==> config.mk <==
export PLATFORM = sky130hd
export DESIGN_NAME = systolic_feeder
export DESIGN_NICKNAME = d
export VERILOG_FILES = /design/src/rtl/pca_pkg.sv /design/src/rtl/feeder_lane.sv /design/src/rtl/systolic_feeder.sv
export SDC_FILE = /design/constraint.sdc
export NUM_CORES = 1
export LEC_CHECK = 0
export BUFFER_PORTS_ARGS = -buffer_cell sky130_fd_sc_hd__buf_2
export CORE_AREA = 2 2 227 229
export CTS_BUF_LIST = sky130_fd_sc_hd__clkbuf_16
export DETAILED_ROUTE_END_ITERATION = 10
export DIE_AREA = 0 0 229 231
export GPL_TIMING_DRIVEN = 0
export SYNTH_ARGS = -nofsm -noshare
export SYNTH_HDL_FRONTEND = slang
export SYNTH_SLANG_ARGS = --single-unit
==> constraint.sdc <==
create_clock -name clk -period 11.03 [get_ports clk]
set_input_delay 2.206 -clock clk [delete_from_list [all_inputs] [get_ports clk]]
set_output_delay 2.206 -clock clk [all_outputs]
set_load 0.05 [all_outputs]
==> src/rtl/pca_pkg.sv <==
// pca_pkg: shared types and constants for the PCA systolic datapath.
package pca_pkg;
    localparam int ARR_N = 4;
    localparam int ELEM_W = 8;
    localparam int FEED_LEN = 2 * ARR_N - 1;
    typedef logic [ELEM_W-1:0] elem_t;
    typedef enum logic [1:0] {IDLE, FEED, DRAIN, HOLD} feeder_state_t;
endpackage

==> src/rtl/feeder_lane.sv <==
// feeder_lane: picks the diagonally skewed element of one row/column for step t.
module feeder_lane #(
    parameter int N = 4,
    parameter int W = 8,
    parameter int TW = 3
) (
    input  logic [TW-1:0] idx,
    input  logic [TW-1:0] t,
    input  logic [W-1:0]  vec [N],
    output logic [W-1:0]  elem
);
    localparam int IW = $clog2(N);
    logic [TW-1:0] k;
    always_comb begin
        k = t - idx;
        elem = (t >= idx && k < TW'(N)) ? vec[k[IW-1:0]] : '0;
    end
endmodule

==> src/rtl/systolic_feeder.sv <==
// systolic_feeder: latches A/B, streams skewed vectors into the array,
// waits for done and hands the product to the consumer over valid/ready.
module systolic_feeder import pca_pkg::*; #(
    parameter int MATRIX_SIZE = ARR_N,
    parameter int DATA_SIZE = ELEM_W,
    parameter int DONE_TIMEOUT = 32
) (
    input  logic                 clk,
    input  logic                 reset,
    input  logic                 start,
    input  logic [DATA_SIZE-1:0] mat_a [MATRIX_SIZE*MATRIX_SIZE],
    input  logic [DATA_SIZE-1:0] mat_b [MATRIX_SIZE*MATRIX_SIZE],
    output logic                 busy,
    output logic [DATA_SIZE-1:0] arr_a [MATRIX_SIZE],
    output logic [DATA_SIZE-1:0] arr_b [MATRIX_SIZE],
    output logic                 arr_reset,
    input  logic                 arr_done,
    input  logic [DATA_SIZE-1:0] arr_result [MATRIX_SIZE*MATRIX_SIZE],
    output logic [DATA_SIZE-1:0] result [MATRIX_SIZE*MATRIX_SIZE],
    output logic                 result_valid,
    input  logic                 result_ready,
    output logic                 error
);
    localparam int N = MATRIX_SIZE;
    localparam int NN = N * N;
    localparam int TW = $clog2(2 * N);
    localparam int CW = $clog2(DONE_TIMEOUT + 1);

    feeder_state_t state, state_n;
    logic [TW-1:0] t, t_n;
    logic [CW-1:0] cnt, cnt_n;
    logic load, feed, cap, err_set;
    logic [DATA_SIZE-1:0] a_q [NN];
    logic [DATA_SIZE-1:0] b_q [NN];
    logic [DATA_SIZE-1:0] a_src [NN];
    logic [DATA_SIZE-1:0] b_src [NN];
    logic [DATA_SIZE-1:0] rows [N][N];
    logic [DATA_SIZE-1:0] cols [N][N];
    logic [DATA_SIZE-1:0] lane_a [N];
    logic [DATA_SIZE-1:0] lane_b [N];

    // The t=0 vector leaves on the start edge itself, before the copies are loaded
    for (genvar e = 0; e < NN; e++) begin : g_src
        assign a_src[e] = (state == IDLE) ? mat_a[e] : a_q[e];
        assign b_src[e] = (state == IDLE) ? mat_b[e] : b_q[e];
    end

    for (genvar i = 0; i < N; i++) begin : g_lane
        for (genvar c = 0; c < N; c++) begin : g_elem
            assign rows[i][c] = a_src[i*N+c];
            assign cols[i][c] = b_src[c*N+i];
        end
        feeder_lane #(.N(N), .W(DATA_SIZE), .TW(TW)) u_a (
            .idx(TW'(i)), .t(t_n), .vec(rows[i]), .elem(lane_a[i])
        );
        feeder_lane #(.N(N), .W(DATA_SIZE), .TW(TW)) u_b (
            .idx(TW'(i)), .t(t_n), .vec(cols[i]), .elem(lane_b[i])
        );
    end

    always_comb begin
        state_n = state;
        t_n = t;
        cnt_n = cnt;
        load = 1'b0;
        feed = 1'b0;
        cap = 1'b0;
        err_set = 1'b0;
        case (state)
            IDLE: if (start) begin
                state_n = FEED;
                t_n = '0;
                load = 1'b1;
                feed = 1'b1;
            end
            FEED: if (t == TW'(2 * N - 2)) begin
                state_n = DRAIN;
                cnt_n = '0;
            end else begin
                t_n = t + TW'(1);
                feed = 1'b1;
            end
            DRAIN: if (arr_done) begin
                cap = 1'b1;
                state_n = HOLD;
            end else if (cnt == CW'(DONE_TIMEOUT - 1)) begin
                err_set = 1'b1;
                state_n = IDLE;
            end else begin
                cnt_n = cnt + CW'(1);
            end
            HOLD: if (result_ready) state_n = IDLE;
            default: state_n = IDLE;
        endcase
    end

    always_ff @(posedge clk or posedge reset) begin
        if (reset) begin
            state <= IDLE;
            t <= '0;
            cnt <= '0;
            busy <= 1'b0;
            arr_reset <= 1'b1;
            arr_a <= '{default: '0};
            arr_b <= '{default: '0};
            result <= '{default: '0};
            result_valid <= 1'b0;
            error <= 1'b0;
        end else begin
            state <= state_n;
            t <= t_n;
            cnt <= cnt_n;
            busy <= state_n != IDLE;
            arr_reset <= state_n == IDLE || state_n == HOLD;
            for (int i = 0; i < N; i++) begin
                arr_a[i] <= feed ? lane_a[i] : '0;
                arr_b[i] <= feed ? lane_b[i] : '0;
            end
            if (cap) result <= arr_result;
            result_valid <= cap || (result_valid && !(state == HOLD && result_ready));
            error <= err_set || (error && !load);
        end
    end

    always_ff @(posedge clk) begin
        if (load) begin
            a_q <= mat_a;
            b_q <= mat_b;
        end
    end
endmodule

After elaboration in Yosys (flattened, before gate mapping)
Cells that the tools add are included.

cells by class
  reduce and logical (&&, ||, !) cells = 17
  $lt $le $gt $ge = 12
  multipliers = 0
  equality and inequality tests = 9
  mux-type cells = 94
  shift operators = 0
  $add $sub $neg = 5
  bitwise gates (word level) = 4
  div/mod/pow operators = 0

operators by type and width
  cell                 number
  $mux 8               64
  $bmux 8 s2           8
  $mux 6               3
  $ge 3x3->1 const B   4
  $lt 3x3->1 const B   4
  $not 2->3            4
  $pmux 6 s2           1
  $mux 2               5
  $mux 1               8
  $pmux 2 s4           1
  $logic_and 1x1->1    7
  $add 6x1->6 const B  1
  $eq 2x2->1 const B   3
  $eq 6x5->1 const B   1
  $ge 3x1->1 const B   2
  $ge 3x2->1 const B   2
  $mux 3               2
  $ne 2x2->1 const B   3
  $pmux 3 s2           1
  $sub 3x2->3 const B  2
  $logic_not 2->1      2
  $reduce_and 4->1     1
  $reduce_bool 2->1    2
  $add 3x1->3 const B  1
  other kinds (6)      9

word-level totals
  memories = 0
  logic and storage cells = 204
  RAM bits = 0
  memory bits (read-only) = 0
  bits in latches = 0
  flip-flop bits (word level) = 463

Logic depth before layout (Yosys ltp)
  word-level depth = 10
  gate-level depth with buffers = 13

Hierarchy
A second synthesis with hierarchy kept.

unflattened totals
  cells, all modules = 1,277
  area total of the unflattened synthesis = 21,634.5 µm²

modules (own cells, without submodules)
  module           seq. area each (µm²)  cells each  area an instance (µm²)  instances
  systolic_feeder  12,868.6              1,037       18,591.6                1
  feeder_lane      0.0                   30          380.4                   8

Least setup slack after synthesis
Ideal clock, no wire load.

  path kind = input to register
  from = in start
  to = reg arr_reset
  setup slack = 2,043 ps
  data arrival time = 8,914 ps
  path buffers = 0
  stages = 4
  setup time = 73 ps
  cells stage by stage = and2_1 > a211oi_1 > ha_1 > inv_1

between the ends
  longest elaborated chain between the ends = 4
  elaborated cells on any way between the ends = 5
  classes of those cells = eq/ne (1); mux (2); reduce/logical (2)

RTL lines
  what                                                  line                    text
  from (decl)                                           systolic_feeder.sv:10   input logic start,
  $mux 2 *                                              systolic_feeder.sv:70   IDLE: if (start) begin
  $pmux 2 s4 *                                          systolic_feeder.sv:69   case (state)
  $eq 2x2->1 / $logic_not 2->1 (equally long branches)  systolic_feeder.sv:114  arr_reset <= state_n == IDLE || state_n == HOLD;
  $logic_or 1x1->1 *                                    systolic_feeder.sv:114
  to (signal assigned)                                  systolic_feeder.sv:103  arr_reset <= 1'b1;
  to (signal assigned)                                  systolic_feeder.sv:114
  to (decl)                                             systolic_feeder.sv:16   output logic arr_reset,

Mark *: on every way between the ends. The rest lies on a longest branch, timed or not.
A chain may end at the register's enable or synchronous reset.

Worst setup path after layout
  from = in start
  to = reg arr_a[2] in the netlist's numbering

between the ends
  longest elaborated chain between the ends = 9
  elaborated cells on any way between the ends = 14
  classes of those cells = add/sub (1); order compare (2); mux (9); bitwise (1); reduce/logical (1)

RTL lines
  what                                       line                    text
  $mux 3 *                                   systolic_feeder.sv:70
  $pmux 3 s2 *                               systolic_feeder.sv:69
  via g_lane[0].u_a.k[0]                     feeder_lane.sv:13       logic [TW-1:0] k;
  $sub 3x2->3                                feeder_lane.sv:15       k = t - idx;
  $not 2->3 (implied by the code)            feeder_lane.sv:16       elem = (t >= idx && k < TW'(N)) ? vec[k[IW-1:0]] : '0;
  $bmux 8 s2                                 feeder_lane.sv:16
  $mux 8 (implied by the code) (2 in a row)  feeder_lane.sv:16
  $mux 8 *                                   feeder_lane.sv:16
  $mux 8 *                                   systolic_feeder.sv:116  arr_a[i] <= feed ? lane_a[i] : '0;
  to (signal, indexed assignment)            systolic_feeder.sv:116
  to (decl)                                  systolic_feeder.sv:14   output logic [DATA_SIZE-1:0] arr_a [MATRIX_SIZE],

The timed path passes the listed nets; every way through them passes the cells marked *. The select of a mux whose other input is x is not followed.

==> results.toml <==
[hold_path]
min_path_type = "reg -> reg"
hp-start = "error"
whs_path_depth = 2
holdPathEnd = "error"

[worst_setup_path]
critical_path_required_ns = 11.49
startpoint_type = "input pin"
reg2reg_slack_ns = 6.41
worstPathArrival_ns = 5.37
rr_worst_depth = 13
rr_endpoint = "arr_a[2]"
crit_fanout = 11
r2r-start = "t[0]"
endpoint_kind = "flop"
critical_path_class = "in -> reg"

[yosys]
synthArstFlopShare_pct = 44.71
ys_seq_area_share_pct = 66.76
synth_edf_count = 256
syn_area_mm2 = 0.01927
synth.top_cell.area_share_pct = 39.88
ys.flop_type = "edfxtp_1"
syn_inst = 1280
syn_nets = 1677
syn_avg_cell_area_um2 = 15.06
yosysWarnings = 0
ys_seq_elements = 463
synth.area.top_cells = "edfxtp_1, dfrtp_1, mux2_2"
post_synth_num_cell_types = 65
synth_top_area_cell = "edfxtp_1"

[global_route]
grt_max_degree = 112
antenna_found_initial = 29
grt_overflow = 0
grt_pass1_wl_um = 87450
grt_use_total_pct = 22.02
grt_pass1_vias = 14010

[timing]
setup_slack_ns = 6.122
fmax_mhz = 203.7
max_slew_margin_pct = 46.32
tightestPinTransition_ns = 0.8052
drv_slew = 0
finalCritPeriodShare_pct = 44.50
finalSetupViolations = 0
rsz0062_at_grt = "false"
period_needed_ns = 4.908
finalClockSkew_ns = 0.02504
finalHoldViolations = 0

[floorplanning]
num_io_pins = 585
core_mm2 = 0.05068
die_x_um = 229
initial_core_util_pct = 38.03
die_y_um = 231
die-area_mm2 = 0.05290
rows = 83

[detailed_routing]
routedWlPerCell_um = 22.45
first_iter_violations = 967
drtPass1Iterations = 5
drcViolationCount = 0
wirelength_um = 59620
via_count = 13730
route.antenna.remaining_nets = 0
routed_via_density = 5.168

[cts]
numCtsBuffers = 50
holdBufCountCts = 0
cts_max_level = 2
clockBufferDepth = 3
cts-resized-gates = 0
clock-root-buffer = "clkbuf_16"
cts_sinks = 463
clock_latency_ns = 0.62
clkSlewWorstSetupHoldPaths_ns = 0.06
postCtsSetupBuffers = 0
cts_tree = "yes"

[flow_run]
drv_cap = 0

[placed_design]
io_buffers = 584
gp_congestion = 0.8176
pre_cts_ws_ns = 5.381
dp.cells = 2549
hpwl_um = 44360

[outcome]
status = "complete, no violations"

[finish]
multi_input_area_mm2 = 0.005869
final_cell_mix = "buf_2, edfxtp_1, dfrtp_1"
nNetsFinal = 2318
fillers = 4549
seqCellArea_mm2 = 0.01287
syn_to_final_growth_pct = 28.76
fin_cells = 2656
drive_above_1_share_pct = 47.73
final_common_cell = "buf_2"

[power_and_ir_drop]
vdd_ir_drop_max_mv = 0.1467
powerDensity_mw_per_mm2 = 333.8
leakage_nw = 10.59
## report_power, final
| part | total (mW) | switching, mW | internal [mW] |
|---|---|---|---|
| Sequential | 2.56 | 0.186 | 2.38 |
| Combinational | 4.08 | 2.80 | 1.28 |
| Clock | 1.64 | 0.716 | 0.929 |
## worst max-delay path: stages
cell and delay [ns]:
buf_2 0.17, o21bai_4 0.32, nand2_1 0.27, nand2_2 0.24, buf_4 0.26, buf_2 0.35, ha_1 0.34, clkbuf_1 0.65
mux4_2 0.42, nand2_1 0.08, a21oi_1 0.05
## flip-flops by register name (all words and copies together), names as in the netlist
name,cells
error,1
cnt,6
result,128
arr_a,32
result_valid,1
state,2
arr_b,32
arr_reset,1
t,3
a_q,128
busy,1
b_q,128
## area by class of cell
class | instances | area share, %
Sequential cell | 463 | 51.85
Multi-Input combinational cell | 719 | 23.65
Timing Repair Buffer | 589 | 12.27
Clock buffer | 52 | 5.243
Tap cell | 680 | 3.428
Buffer | 88 | 2.022
Clock inverter | 42 | 1.220
Inverter | 10 | 0.1815
Antenna cell | 13 | 0.1311
## per-layer routing
metal | GRT usage, % | wire, um | share of wire, % | up-vias
met5 | 0 | 217 | 0.36 | -
met4 | 5.966 | 1319 | 2.2 | 34
met3 | 6.793 | 5080 | 8.5 | 108
met2 | 37.98 | 30040 | 50 | 570
met1 | 26.72 | 22960 | 39 | 6805
li1 | - | - | - | 6208
## worst max path at each step
stage	startpoint	end	slack (ns)
after floorplan	start	arr_reset	2.04
after global placement	start	arr_reset	-1.06
after detailed placement	start	arr_a[2]	5.38
after CTS	start	arr_a[2]	6.02
after global routing	start	arr_b[7]	5.91
final	start	arr_a[2]	6.12
## logic make-up (layout without fill, tap and decap cells)
logic type               after synthesis  in the layout  synth area share, %
AND/OR/NAND/NOR                      287            287                7.108
AO/OA/AOI/OAI                        245            245                10.62
buffers and inverters                 98            781                2.798
multiplexers                         177            177                12.10
flip-flops                           463            463                66.76
XOR/XNOR                               2              2              0.09090
adder cells (fa/ha/maj)                8              8               0.5193
other                                  0             13                    0
## Yosys cell counts (3+ instances only)
master / n
o21bai_1: 16
nor2_1: 11
and2_1: 4
nand3_1: 54
o311ai_1: 15
inv_2: 3
a221oi_1: 6
nor3_1: 17
mux4_2: 32
nand2_1: 144
and3_1: 35
a211oi_1: 31
a21boi_0: 11
buf_2: 35
o221ai_2: 26
a21boi_1: 7
edfxtp_1: 256
o21ai_1: 4
o221ai_1: 6
clkbuf_1: 32
a21oi_1: 52
mux2i_1: 17
a211oi_2: 4
buf_6: 11
inv_1: 7
mux2_2: 128
o2111ai_1: 15
buf_4: 9
nand2b_1: 3
o21ai_0: 24
o21ai_2: 3
a221oi_2: 10
ha_1: 8
dfrtp_1: 206
## through the flow
step / hold slack, ns / total power [mW] / setup TNS (ns) / utilization (%) / instance area, um^2
4_1_cts: 0.4935 / 8.364 / 0 / 48.91 / 24790
2_1_floorplan: 0.4736 / 5.584 / 0 / - / 19270
5_1_grt: 0.5042 / 8.715 / 0 / 48.95 / 24810
3_5_place_dp: 0.4811 / 6.706 / 0 / 45.74 / 23180
3_3_place_gp: 0.4750 / 6.728 / -116.07 / 45.48 / 23050
6_report: 0.4955 / 8.285 / 0 / 48.97 / 24820
Note: power is estimated with default switching activity, not from simulation.
